===== src/rtl/thread_scheduler.sv =====
// rtl/thread_scheduler.sv - 4-thread round-robin fetch scheduler with stall parking and branch redirect
// Optional THREAD_SCHEDULER_PERF_EN adds a saturating idle-cycle counter output idle_cnt_o.
module thread_scheduler #(
    parameter int PC_WIDTH     = 9,
    parameter int STALL_CYCLES = 3
) (
    input  logic                clk_i,
    input  logic                rst_ni,
    input  logic [3:0]          thread_en_i,
    input  logic                stall_req_i,
    input  logic [1:0]          stall_tid_i,
    input  logic                branch_taken_i,
    input  logic [1:0]          branch_tid_i,
    input  logic [PC_WIDTH-1:0] branch_target_i,
    output logic                issue_valid_o,
    output logic [1:0]          issue_tid_o,
    output logic [PC_WIDTH-1:0] issue_pc_o,
    output logic                idle_o
`ifdef THREAD_SCHEDULER_PERF_EN
    ,
    output logic [31:0]         idle_cnt_o
`endif
);

    logic [PC_WIDTH-1:0] pc [4];
    logic [3:0]          stall_cnt [4];
    logic [1:0]          last;
    logic [3:0]          eligible;
    logic [1:0]          winner;
    logic [1:0]          cand;
    logic                any_eligible;

    always_comb begin
        for (int n = 0; n < 4; n++) begin
            eligible[n] = thread_en_i[n] && (stall_cnt[n] == 4'd0);
        end
    end

    // Search last+1 .. last+4; the 2-bit sum wraps modulo 4 naturally.
    always_comb begin
        winner       = last;
        any_eligible = 1'b0;
        cand         = last;
        for (int k = 1; k <= 4; k++) begin
            cand = last + 2'(k);
            if (!any_eligible && eligible[cand]) begin
                winner       = cand;
                any_eligible = 1'b1;
            end
        end
    end

    always_ff @(posedge clk_i or negedge rst_ni) begin
        if (!rst_ni) begin
            for (int n = 0; n < 4; n++) begin
                pc[n]        <= '0;
                stall_cnt[n] <= '0;
            end
            last          <= 2'd3;
            issue_valid_o <= 1'b0;
            issue_tid_o   <= 2'd0;
            issue_pc_o    <= '0;
            idle_o        <= 1'b0;
        end else begin
            issue_valid_o <= any_eligible;
            if (any_eligible) begin
                issue_tid_o <= winner;
                issue_pc_o  <= pc[winner];
                last        <= winner;
                idle_o      <= 1'b0;
            end else begin
                idle_o      <= 1'b1;
            end

            for (int n = 0; n < 4; n++) begin
                if (stall_req_i && (stall_tid_i == 2'(n))) begin
                    stall_cnt[n] <= 4'(STALL_CYCLES);
                end else if (stall_cnt[n] != 4'd0) begin
                    stall_cnt[n] <= stall_cnt[n] - 4'd1;
                end

                // A redirect wins over the post-issue increment of the same thread.
                if (branch_taken_i && (branch_tid_i == 2'(n))) begin
                    pc[n] <= branch_target_i;
                end else if (any_eligible && (winner == 2'(n))) begin
                    pc[n] <= pc[n] + PC_WIDTH'(1);
                end
            end
        end
    end

`ifdef THREAD_SCHEDULER_PERF_EN
    always_ff @(posedge clk_i or negedge rst_ni) begin
        if (!rst_ni) begin
            idle_cnt_o <= '0;
        end else if (!any_eligible && (idle_cnt_o != 32'hFFFF_FFFF)) begin
            idle_cnt_o <= idle_cnt_o + 32'd1;
        end
    end
`endif

endmodule


===== config.mk =====
export PLATFORM = sky130hd
export DESIGN_NAME = thread_scheduler
export DESIGN_NICKNAME = d
export VERILOG_FILES = /design/src/rtl/thread_scheduler.sv
export SDC_FILE = /design/constraint.sdc
export NUM_CORES = 1
export LEC_CHECK = 0
export BUFFER_PORTS_ARGS = -buffer_cell sky130_fd_sc_hd__buf_2
export CAP_MARGIN = 10
export CORE_MARGIN = 2
export CORE_UTILIZATION = 60
export CTS_CLUSTER_SIZE = 10
export DETAILED_ROUTE_END_ITERATION = 12
export PLACE_DENSITY = 0.89
export RECOVER_POWER = 25
export SLEW_MARGIN = 20
export SYNTH_ARGS = -nofsm -noshare
export SYNTH_HDL_FRONTEND = slang
export SYNTH_SLANG_ARGS = --single-unit
export TNS_END_PERCENT = 50

===== constraint.sdc =====
create_clock -name clk_i -period 2.9 [get_ports clk_i]
set_input_delay 0.145 -clock clk_i [delete_from_list [all_inputs] [get_ports clk_i]]
set_output_delay 0.145 -clock clk_i [all_outputs]
set_load 0.01 [all_outputs]

# Word level (Yosys, flattened, before mapping)
# Cells that the tools add are included.
[totals]
ff_bits = 67
latch_bits = 0
mem_bits_rw = 0
rom_bits = 0
inputBits = 21
word_cells = 116
n_memories = 0
[op_classes]
add_sub_neg = 11
mul = 0
div_mod_pow = 0
order_cmp = 5
n_eq_ne = 9
shifts = 0
mux = 36
n_bitwise = 1
reduce_logical = 41
[op_table]
columns = ["cell", "count"]
rows = [
  ["9-bit 2-to-1 mux", 10],
  ["9-bit by 1-bit adder with 9-bit output, second input constant", 4],
  ["4-bit 2-to-1 mux", 8],
  ["1-bit logical AND", 19],
  ["9-bit binary-select mux with 2-bit select", 1],
  ["4-bit zero test", 4],
  ["2-bit nonzero test", 8],
  ["4-bit nonzero test", 4],
  ["4-bit by 1-bit subtractor with 4-bit output, second input constant", 4],
  ["2-bit equality test, second input constant", 6],
  ["2-bit by 3-bit < comparator with 1-bit output, second input constant", 4],
  ["1-bit 2-to-1 mux", 9],
  ["1-bit binary-select mux with 2-bit select", 4],
  ["2-bit 2-to-1 mux", 4],
  ["2-bit by 1-bit equality test with 1-bit output, second input constant", 3],
  ["2-bit zero test", 3],
  ["2-bit adder, second input constant", 2],
  ["3-bit >= comparator, second input constant", 1],
  ["1-bit zero test", 3],
  ["2-bit inverter with 3-bit output", 1],
  ["2-bit by 1-bit adder with 2-bit output, second input constant", 1],
]

# Depth between registers and ports, before layout
# Gate-level depths: netlist of run 1.
[depth]
word_depth = 18
ltp_mapped = 10
mapped_depth_nobuf = 8

# Worst setup path after synthesis of run 1
# No wires, ideal clock.
[synth_timing]
path_type = "register -> register"
start = "register stall_cnt[8] in the netlist's numbering"
end = "register issue_pc_o[4]"
setup_ps = 125
arrival_ps = 1977
required_ps = 2775
setup_slack_ps = 798
path_stages_with_launch = 11
period_less_slack_ps = 2102
path_cell_list = "dfrtp_1 inv_1 ha_1 nor4bb_1 buf_2 a22oi_1 o211ai_2 buf_4 mux2_2 o22ai_1 nor2_1"
[synth_between]
elab_chain_len = 18
word_cells_on_any_way = 28
classes_between = "19 x mux; 1 x bitwise; 8 x reduce/logical"
[synth_rtl]
columns = ["element", "line_no", "text"]
rows = [
  ["start, declared", "26", "logic [3:0] stall_cnt [4];"],
  ["start signal, assigned by index", "77", "stall_cnt[n] <= 4'(STALL_CYCLES);"],
  ["start signal, assigned by index", "79", "stall_cnt[n] <= stall_cnt[n] - 4'd1;"],
  ["4-bit zero test *", "35", "eligible[n] = thread_en_i[n] && (stall_cnt[n] == 4'd0);"],
  ["1-bit logical AND *", "35", ""],
  ["1-bit binary-select mux with 2-bit select", "46", "if (!any_eligible && eligible[cand]) begin"],
  ["1-bit 2-to-1 mux (not written as such)", "46", ""],
  ["1-bit 2-to-1 mux", "46", ""],
  ["1-bit zero test", "46", ""],
  ["1-bit logical AND", "46", ""],
  ["1-bit 2-to-1 mux", "46", ""],
  ["1-bit zero test", "46", ""],
  ["1-bit logical AND", "46", ""],
  ["1-bit 2-to-1 mux", "46", ""],
  ["1-bit zero test", "46", ""],
  ["1-bit logical AND", "46", ""],
  ["2-bit 2-to-1 mux", "46", ""],
  ["2-bit inverter with 3-bit output (not written as such)", "68", "issue_pc_o <= pc[winner];"],
  ["9-bit binary-select mux with 2-bit select", "68", ""],
  ["9-bit 2-to-1 mux (not written as such) (2 in series)", "68", ""],
  ["end signal, assigned", "68", ""],
  ["end, declared", "17", "output logic [PC_WIDTH-1:0] issue_pc_o,"],
]
# Every way passes the cells marked *; elsewhere a longest branch is shown, timed or not. The select of a mux whose other input is x is not followed.
# A chain may end at the register's enable or synchronous reset.

# Worst setup path in the final report of run 1
[layout_timing]
start = "register stall_cnt[8] in the netlist's numbering"
end = "register pc[12] in the netlist's numbering"
[layout_between]
elab_chain_len = 17
word_cells_on_any_way = 27
classes_between = "1 x eq/ne; 16 x mux; 10 x reduce/logical"
[layout_rtl]
columns = ["element", "line_no", "text"]
rows = [
  ["4-bit zero test *", "35", ""],
  ["1-bit logical AND *", "35", ""],
  ["1-bit binary-select mux with 2-bit select", "46", ""],
  ["1-bit 2-to-1 mux (not written as such)", "46", ""],
  ["1-bit 2-to-1 mux", "46", ""],
  ["1-bit zero test", "46", ""],
  ["1-bit logical AND", "46", ""],
  ["1-bit 2-to-1 mux", "46", ""],
  ["1-bit zero test", "46", ""],
  ["1-bit logical AND", "46", ""],
  ["1-bit 2-to-1 mux", "46", ""],
  ["1-bit zero test", "46", ""],
  ["1-bit logical AND", "46", ""],
  ["2-bit 2-to-1 mux", "46", ""],
  ["2-bit equality test", "85", "end else if (any_eligible && (winner == 2'(n))) begin"],
  ["1-bit logical AND *", "85", ""],
  ["2-bit nonzero test (no line) *", "n/a", ""],
  ["end signal, assigned by index", "84", "pc[n] <= branch_target_i;"],
  ["end signal, assigned by index", "86", "pc[n] <= pc[n] + PC_WIDTH'(1);"],
  ["end, declared", "25", "logic [PC_WIDTH-1:0] pc [4];"],
]
# Marked as above.

==> impl_metrics.py, run 1 <==
metrics = {
    "status": {
        "outcome": "finished with violations",
        "violations": "max-capacitance violations, max-slew violations",
    },
    "global_routing": {
        "grt_pass1_wl_mm": 15.8,
        "grt_pass1_vias": 3456,
        "track_usage_pct": 27.6,
        "grt_max_degree": 68,
        "antenna_found_initial": 0,
        "grt_overflow": 0,
    },
    "drt": {
        "vias": 3389,
        "vias_per_cell": 6.32,
        "avgRoutedWirePerCell_um": 17.6,
        "final_antenna_net_count": 0,
        "first_pass_iters": 6,
        "drc": 0,
        "finalWirelength_mm": 9.41,
        "drt_iter0_markers": 243,
    },
    "critical_path": {
        "worstReg2RegStart": "stall_cnt[8]$_DFFE_PN0P_",
        "path_cells": "inv_1 -> ha_1 -> nor4bb_1 -> buf_4 -> a21oi_2 -> o211ai_1 -> nor2_1 -> xnor2_1 -> a21oi_1",
        "worstPathArrival_ps": 2790,
        "worst_ep_required_time_ps": 3100,
        "rrSetupSlack_ps": 310,
        "cp-end-kind": "register",
        "reg2reg_depth": 9,
        "worst-setup-path-type": "register to register",
        "max_stage_delay_ps": 520,
        "critPathMaxFanout": 5,
        "reg2reg_to": "pc[12]$_DFFE_PN0P_",
        "start_kind": "register",
        "cpMaxStageDelayCell": "o211ai_1",
    },
    "floorplan": {
        "start_util_pct": 62.6,
        "die_h_um": 85.7,
        "rows": 29,
        "core-area_um2": 6390,
        "die-area_um2": 7340,
        "die_x_um": 85.7,
        "io_pins": 34,
    },
    "synth": {
        "synth_nets": 451,
        "ys_types": 58,
        "ys_seq_area_share_pct": 42.0,
        "synth_top_area_share_pct": 40.7,
        "synth_edf_count": 0,
        "netlist_area_um2": 4000,
        "yosysWarnings": 0,
        "synth_flop_cell": "dfrtp_1",
        "syn_avg_cell_area_um2": 9.57,
        "yosys-top-cells-area": "dfrtp_1 (41%), mux2_2 (5.3%), xnor2_1 (5.0%), nor2_1 (4.6%), a21oi_1 (3.9%)",
        "synth.largest_area_cell": "dfrtp_1",
        "synthArstFlopShare_pct": 100,
        "synth-seq-cells": 67,
        "syn_inst": 418,
    },
    "pwr": {
        "p_int_uw": 2540,
        "switching_share_pct": 41.7,
        "power_density_nw_per_um2": 990,
        "combinationalPowerShare_pct": 43.5,
        "ir_drop_mv": 0.661,
        "p_seq_share_pct": 40.1,
        "clockPowerShare_pct": 16.4,
        "total_power_uw": 4370,
        "p_switching_uw": 1820,
        "power.leakage_uw": 0.00184,
    },
    "place": {
        "place_congestion": 0.913,
        "io_buffers": 33,
        "place_area_um2": 4240,
        "hpwl_mm": 6.83,
    },
    "hold_path": {
        "hold_class": "input port to register",
        "hold_end": "pc[35]$_DFFE_PN0P_",
        "hold-path-cell-count": 3,
        "min-delay-start": "branch_target_i[8]",
    },
    "clocking": {
        "h-tree-depth": 3,
        "ctsHoldBuffers": 0,
        "clockBufferDepth": 2,
        "cts_tree": "done",
        "clkLatencyLatePin_ps": 360,
        "cts_buffers": 9,
        "cts_setup_buffers": 0,
        "root_buffer": "clkbuf_8",
        "clock_sinks": 67,
        "cts.clk_slew.worst_paths_ps": 90,
        "cts_resized": 0,
    },
    "timing": {
        "fin_setup_tns_ps": 0,
        "finalCritPeriodShare_pct": 89.3,
        "fin_crit_ps": 2590,
        "setup-violations-final": 0,
        "finalHoldViolCount": 0,
        "fmax_ghz": 0.386,
        "fin_skew_ps": 13.1,
        "worst_slew_pin_slew_ps": 1650,
        "slew_viol_final": 68,
        "relSlewSlack_pct": -9.70,
        "holdWs_ps": 56.7,
        "rsz0062_at_grt": "false",
    },
    "run": {
        "max_cap_violations": 1,
    },
    "final_layout": {
        "antenna_cells": 0,
        "drive_above_1_share_pct": 20.7,
        "finalInstanceArea_um2": 4410,
        "syn_to_final_growth_pct": 10.3,
        "layout.nets": 487,
    },
}
-- Yosys cell counts, drive strengths merged (10+ instances only) --
cell type / instances
a21oi: 32
dfrtp: 65
ha: 12
inv: 14
mux2: 20
nand2: 38
nand3: 13
nand4: 10
nor2: 49
nor3: 10
o21ai: 19
o22ai: 11
xnor2: 23
xor2: 13
-- registers in the layout, summed over array words and instances (netlist names) --
name           count
idle_o             1
issue_pc_o         9
issue_tid_o        2
issue_valid_o      1
last               2
pc                36
stall_cnt         16
-- critical path, delay by kind of cell, from the launching register on --
kind            cells  cell delay [ps]
compound gates      3              660
xor+xnor            1              170
fa+ha+maj           1              230
buf+inv             2              370
flops               1              380
simple gates        2              630
-- layer usage --
metal	global-route usage, %	up-vias	wire [µm]
met4	16.3	0	430
met2	44.7	156	4530
met1	35.0	1629	3800
met5	0	-	0
met3	4.72	42	641
li1	-	1562	-
-- cells in the final DEF (no fill, tap or decap), types with 4 or more instances in the layout --
master,instances
or2_2,4
xor2_1,13
mux2_2,19
xnor2_1,23
o21ai_0,15
buf_4,6
dfrtp_1,65
nor2_1,49
or3_1,5
nand2_1,38
nand3_1,13
nand4_1,10
nor3b_1,4
clkbuf_8,9
nand3b_1,5
nand2b_1,5
buf_2,33
a21oi_1,31
inv_1,14
and3_1,8
mux2i_1,5
ha_1,12
o22ai_1,10
nor3_1,10
-- through the flow --
step | util [%] | worst slack [ps] | std cells
floorplan | - | 798 | 418
global placement | 66.4 | 488 | 520
detailed placement | 66.4 | 356 | 520
CTS | 69.1 | 305 | 536
global route | 69.1 | 92.1 | 536
finish | 69.1 | 310 | 536
-- power by group through the flow --
stage	Combinational, µW	Sequential, µW	Clock [µW]
floorplan	1490	1630	0
global placement	1780	1720	0
detailed placement	1880	1750	0
CTS	1900	1730	721
global route	2110	1790	767
finish	1900	1750	717
-- how the worst max path moves through the flow --
stage,depth (start not counted),startpoint,endpoint,slack [ps]
2_1_floorplan,10,stall_cnt[8]$_DFFE_PN0P_,issue_pc_o[4]$_DFFE_PN0N_,800
3_3_place_gp,9,stall_cnt[8]$_DFFE_PN0P_,pc[12]$_DFFE_PN0P_,490
3_5_place_dp,9,stall_cnt[8]$_DFFE_PN0P_,pc[12]$_DFFE_PN0P_,360
4_1_cts,9,stall_cnt[8]$_DFFE_PN0P_,pc[12]$_DFFE_PN0P_,310
5_1_grt,9,stall_cnt[8]$_DFFE_PN0P_,pc[12]$_DFFE_PN0P_,90
6_report,9,stall_cnt[8]$_DFFE_PN0P_,pc[12]$_DFFE_PN0P_,310
-- kinds of logic (layout without fill, tap and decap cells) --
kind of cell / Yosys count / in the layout / share of synthesized area, %
buf+inv: 29 / 70 / 3.22
mux: 25 / 25 / 6.88
xor+xnor: 36 / 36 / 7.88
compound gates: 80 / 80 / 12.8
simple gates: 169 / 169 / 23.5
fa+ha+maj: 12 / 12 / 3.75
flops: 67 / 67 / 42.0
-- cell type report --
class,instances,area [µm²]
clock buffers,9,124
clock inverters,7,51.3
fillers,485,1980
inverters,14,52.6
multi-input cells,322,2190
flip-flops and latches,67,1680
well taps,77,96.3
repair buffers,40,215
Power figures use the tool's default switching activity.
==> run 2: changes to the inputs <==
==> constraint.sdc (replaced) <==
create_clock -name clk_i -period 2.63 [get_ports clk_i]
set_input_delay 0.1315 -clock clk_i [delete_from_list [all_inputs] [get_ports clk_i]]
set_output_delay 0.1315 -clock clk_i [all_outputs]
set_load 0.01 [all_outputs]
==> run 2 against run 1 <==
Effect of this change:
- largest cell class unchanged
- highest routed layer unchanged
- first-iteration DRC count grew 13%
- sequential share of layout area shrank 0.57 points
- non-clock buffer count grew 3
- largest power group unchanged
- utilization grew 1.1 points
- the flow now finishes without violations
==> impl_metrics.py, run 2 (same netlist as run 1, synthesis figures left out) <==
metrics = {
    "status": {
        "outcome": "finished clean",
    },
    "pwr": {
        "power_density_nw_per_um2": 1130,
        "total_power_uw": 5040,
        "power.leakage_uw": 0.00184,
        "ir_drop_mv": 0.947,
    },
    "clocking": {
        "clkLatencyLatePin_ps": 360,
        "cts_tree": "done",
        "cts_buffers": 9,
        "cts_setup_buffers": 0,
        "root_buffer": "clkbuf_8",
        "clockBufferDepth": 2,
        "cts.clk_slew.worst_paths_ps": 80,
        "h-tree-depth": 3,
        "clock_sinks": 67,
    },
    "floorplan": {
        "rows": 29,
        "start_util_pct": 62.6,
        "die-area_um2": 7340,
        "core-area_um2": 6390,
        "die_x_um": 85.7,
        "io_pins": 34,
        "die_h_um": 85.7,
    },
    "final_layout": {
        "layout_common_cells": "dfrtp_1 (65), nor2_1 (49), nand2_1 (38)",
        "drive_above_1_share_pct": 18.0,
        "top_regs": "pc: 36 flops, stall_cnt: 16 flops, issue_pc_o: 9 flops",
        "layout_commonest_cell": "dfrtp_1",
        "largest_register_ffs": 36,
        "fin_cells": 539,
        "antenna_cells": 0,
        "regMostFlops": "pc",
        "syn_to_final_growth_pct": 11.9,
        "layout.nets": 490,
    },
    "hold_path": {
        "hold_class": "input port to register",
    },
    "critical_path": {
        "start_kind": "register",
        "worst_ep_required_time_ps": 2840,
        "worst-setup-path-type": "register to register",
        "worstPathArrival_ps": 2670,
        "max_stage_delay_ps": 390,
        "crit_family": "compound AO/OA/AOI/OAI gates",
        "critPathMaxFanout": 11,
        "cpMaxStageDelayCell": "a22oi_4",
        "cp_common_cell": "o21ai_0",
        "path_buf_inv": 2,
        "cp-end-kind": "register",
        "path_cells": "inv_1 -> ha_1 -> nor4bb_4 -> buf_4 -> o21ai_0 -> a22oi_4 -> nor2_1 -> mux2i_1 -> o21ai_0",
    },
    "timing": {
        "setup-violations-final": 0,
        "rsz0062_at_grt": "false",
        "fin_crit_ps": 2460,
        "finalCritPeriodShare_pct": 93.7,
        "fin_setup_tns_ps": 0,
        "fmax_ghz": 0.406,
        "setup_ws_ps": 166,
        "fin_skew_ps": 10.3,
        "worst_slew_pin_slew_ps": 1270,
        "finalHoldViolCount": 0,
        "relSlewSlack_pct": 15.4,
        "slew_viol_final": 0,
    },
    "run": {
        "max_cap_violations": 0,
    },
    "global_routing": {
        "grt_max_degree": 24,
        "track_usage_pct": 28.3,
        "grt_pass1_wl_mm": 16.1,
        "antenna_found_initial": 0,
        "grt_pass1_vias": 3349,
        "grt_overflow": 0,
    },
    "drt": {
        "vias": 3361,
        "drc": 0,
        "avgRoutedWirePerCell_um": 17.9,
        "first_pass_iters": 5,
        "vias_per_cell": 6.24,
        "finalWirelength_mm": 9.63,
        "drt_iter0_markers": 275,
        "final_antenna_net_count": 0,
    },
    "place": {
        "place_inst": 522,
        "hpwl_mm": 7.09,
        "place_ws_ps": 178,
        "io_buffers": 33,
        "place_congestion": 0.881,
    },
}
==> run 2: cell types whose count changed in the layout (fill, tap and decap cells not counted) <==
cell | before | now
clkbuf_1 | 0 | 15
buf_2 | 33 | 19
bufinv_16 | 0 | 2
buf_12 | 0 | 1
buf_4 | 6 | 7
clkinv_2 | 2 | 1
clkinv_4 | 1 | 0
dlygate4sd3_1 | 0 | 1
inv_6 | 2 | 1
o221ai_1 | 1 | 0
o221ai_2 | 0 | 1
==> run 2: timing repair <==
action	4_1_cts	5_1_grt
hold buffers	1	0
gates resized for setup	0	1
endpoints found under the hold margin	21	0
setup endpoints to repair	0	2
==> run 2: per-stage QoR <==
stage               cell area [µm²]  hold WS, ps  utilization, %
finish                         4480         43.8            70.1
global route                   4480         49.4            70.1
CTS                            4490         36.9            70.3
detailed placement             4270          134            66.8
global placement               4270          132            66.8
floorplan                      4000         -164               -
==> run 2: final timing paths <==
kind	cells past startpoint	from	to	slack [ps]
max	9	stall_cnt[0]$_DFFE_PN0P_	pc[19]$_DFFE_PN0P_	170
min	3	branch_target_i[0]	pc[27]$_DFFE_PN0P_	40
max reg2reg	9	stall_cnt[0]$_DFFE_PN0P_	pc[19]$_DFFE_PN0P_	170
min reg2reg	2	issue_tid_o[1]$_DFFE_PN0N_	issue_tid_o[1]$_DFFE_PN0N_	500
max in group asynchronous	3	rst_ni	stall_cnt[5]$_DFFE_PN0P_	850
min in group asynchronous	2	rst_ni	stall_cnt[8]$_DFFE_PN0P_	570
==> run 2: worst reg2reg max path, stage by stage, from the launching register on <==
cell and delay, ps:
dfrtp_1 370, inv_1 120, ha_1 310, nor4bb_4 290
buf_4 220, o21ai_0 150, a22oi_4 390, nor2_1 170
mux2i_1 200, o21ai_0 110
==> run 2: area by class of cell <==
class | instances | area (µm²)
clock buffers | 10 | 128
clock inverters | 6 | 88.8
fillers | 480 | 1910
inverters | 14 | 52.6
multi-input cells | 322 | 2200
flip-flops and latches | 67 | 1680
well taps | 77 | 96.3
repair buffers | 43 | 235
==> run 2: layer usage <==
metal / share of wire (%) / global-route usage, % / vias up / wire length [µm]
li1: - / - / 1562 / -
met1: 40 / 35.1 / 1607 / 3890
met2: 50 / 49.1 / 166 / 4840
met3: 7.1 / 5.10 / 26 / 679
met4: 2.3 / 11.0 / 0 / 221
met5: 0 / 0 / - / 0
==> run 2: report_power, final <==
group	total [µW]	internal [µW]	switching [µW]
logic	2170	1020	1140
clock network	958	535	423
registers	1910	1460	458
total	5040	3010	2020
==> run 3: changes to the inputs <==
--- a/config.mk
+++ b/config.mk
@@ -7,6 +7,7 @@
 export LEC_CHECK = 0
 export BUFFER_PORTS_ARGS = -buffer_cell sky130_fd_sc_hd__buf_2
 export CAP_MARGIN = 10
+export CORE_ASPECT_RATIO = 0.7
 export CORE_MARGIN = 2
 export CORE_UTILIZATION = 60
 export CTS_CLUSTER_SIZE = 10
==> run 3 against run 2 <==
Effect of this change:
- the flow now finishes with violations (max-capacitance violations, max-slew violations)
- first-iteration DRC count up 60%
- sequential power grew 3%
- wire length grew 12%
- register-to-register slack worse by 150 ps
- final area grew 1.8%
- cell count grew 3.0%
- die area is 0.14% higher
- global-route usage is 3.0 points higher
- clock skew increased by 1.0 ps
- largest cell class unchanged
==> impl_metrics.py, run 3 (same netlist as run 1, synthesis figures left out) <==
metrics = {
    "clocking": {
        "clkLatencyLatePin_ps": 360,
        "h-tree-depth": 3,
        "clockBufferDepth": 2,
        "cts_buffers": 9,
        "root_buffer": "clkbuf_8",
        "cts_tree": "done",
        "cts.clk_slew.worst_paths_ps": 70,
        "clock_sinks": 67,
    },
    "final_layout": {
        "syn_to_final_growth_pct": 14.0,
        "drive_above_1_share_pct": 20.5,
        "regMostFlops": "pc",
        "layout_common_cells": "dfrtp_1 (65), nor2_1 (49), nand2_1 (38)",
        "top_regs": "pc: 36 flops, stall_cnt: 16 flops, issue_pc_o: 9 flops",
        "largest_register_ffs": 36,
        "fill_cells": 451,
        "antenna_cells": 0,
        "fin_cells": 555,
        "fin_util_pct": 72.0,
        "layout_commonest_cell": "dfrtp_1",
        "finalInstanceArea_um2": 4560,
        "layout.nets": 492,
    },
    "critical_path": {
        "cp-end-kind": "register",
        "reg2reg_depth": 10,
        "worstReg2RegStart": "stall_cnt[8]$_DFFE_PN0P_",
        "crit_start": "stall_cnt[8]$_DFFE_PN0P_",
        "worst-setup-path-type": "register to register",
        "path_cells": "inv_1 -> ha_1 -> nor4bb_2 -> buf_4 -> a22oi_1 -> o211ai_2 -> buf_12 -> mux2_2 -> o22ai_1 -> nor2_1",
        "setup.worst_path.end": "issue_pc_o[0]$_DFFE_PN0N_",
        "reg2reg_to": "issue_pc_o[0]$_DFFE_PN0N_",
        "max_stage_delay_ps": 390,
        "worstPathArrival_ps": 2860,
        "worst_ep_required_time_ps": 2870,
        "start_kind": "register",
        "rrSetupSlack_ps": 10,
        "cpMaxStageDelayCell": "dfrtp_1",
        "critPathMaxFanout": 18,
    },
    "timing": {
        "setup-violations-final": 0,
        "setup_ws_ps": 13.0,
        "slew_viol_final": 30,
        "worst_slew_pin_slew_ps": 1700,
        "fin_skew_ps": 11.3,
        "finalHoldViolCount": 0,
        "finalCritPeriodShare_pct": 99.5,
        "fin_setup_tns_ps": 0,
        "relSlewSlack_pct": -13.4,
        "fin_crit_ps": 2620,
        "fmax_ghz": 0.382,
    },
    "global_routing": {
        "grt_pass1_vias": 3486,
        "antenna_found_initial": 0,
        "grt_overflow": 0,
        "track_usage_pct": 31.3,
        "grt_pass1_wl_mm": 17.3,
        "grt_max_degree": 39,
    },
    "drt": {
        "drt_iter0_markers": 439,
        "finalWirelength_mm": 10.8,
        "vias_per_cell": 6.40,
        "final_antenna_net_count": 0,
        "avgRoutedWirePerCell_um": 19.4,
        "drc": 0,
        "vias": 3551,
        "first_pass_iters": 7,
    },
    "floorplan": {
        "die_h_um": 72.3,
        "die_x_um": 102,
        "rows": 24,
        "core-area_um2": 6340,
        "io_pins": 34,
        "start_util_pct": 63.1,
        "die-area_um2": 7350,
    },
    "status": {
        "outcome": "finished with violations",
        "violations": "max-capacitance violations, max-slew violations",
    },
    "pwr": {
        "power_density_nw_per_um2": 1140,
        "power.leakage_uw": 0.00188,
        "ir_drop_mv": 0.507,
    },
    "place": {
        "place_area_um2": 4290,
        "place_congestion": 0.888,
        "hpwl_mm": 7.27,
        "io_buffers": 33,
        "place_inst": 535,
        "place_ws_ps": 107,
    },
    "run": {
        "max_cap_violations": 1,
    },
    "hold_path": {
        "hold_class": "input port to register",
    },
}
[run 3: power by group]
group | internal [µW] | total, µW | switching [µW] | leakage [µW]
Clock | 559 | 988 | 429 | 0.000108
Sequential | 1460 | 1960 | 504 | 0.000776
Combinational | 1080 | 2260 | 1180 | 0.000998
[run 3: worst max-delay path, delay by kind of cell, from the launching register on]
kind	cells	cell delay, ps
AO/OA/AOI/OAI	3	570
adder cells (fa/ha/maj)	1	240
buffers and inverters	3	550
flip-flops	1	390
multiplexers	1	350
AND/OR/NAND/NOR	2	400
[run 3: what timing repair did]
item / 4_1_cts / 5_1_grt
setup endpoints to repair: 0 / 8
resized for setup: 0 / 4
setup buffers: 0 / 3
hold endpoints to repair: 27 / 0
hold buffers: 1 / 0
[run 3: worst min-delay path by stage]
stage | start | end | slack (ps) | cells after the start
final | stall_tid_i[1] | stall_cnt[2]$_DFFE_PN0P_ | 70 | 2
after global routing | stall_tid_i[1] | stall_cnt[2]$_DFFE_PN0P_ | 80 | 2
after CTS | stall_tid_i[1] | stall_cnt[2]$_DFFE_PN0P_ | 50 | 2
after detailed placement | rst_ni | idle_o$_DFF_PN0_ | 230 | 1
after global placement | rst_ni | idle_o$_DFF_PN0_ | 230 | 1
after floorplan | rst_ni | idle_o$_DFF_PN0_ | -160 | 0
[run 3: final cells by class]
| type | instances | area, µm² | area share (%) |
|---|---|---|---|
| timing repair buffer | 45 | 273 | 5.98 |
| tap | 91 | 114 | 2.50 |
| sequential | 67 | 1680 | 36.8 |
| multi-input combinational | 322 | 2220 | 48.6 |
| inverter | 14 | 52.6 | 1.15 |
| clock inverter | 6 | 88.8 | 1.95 |
| clock buffer | 10 | 138 | 3.02 |
[run 3: per-layer routing]
layer / global-route usage (%) / up-vias / share of wire [%]
met5: 0 / - / 0
met4: 14.4 / 0 / 5.0
met3: 7.80 / 69 / 10
met2: 48.2 / 229 / 45
met1: 42.0 / 1691 / 40
li1: - / 1562 / -
[run 3: through the flow]
step                      hold slack (ps)  power, µW
after detailed placement              227       4050
after global routing                 79.2       5540
after CTS                            47.6       5070
after floorplan                      -164       3440
after global placement                228       3920
final                                68.5       5210
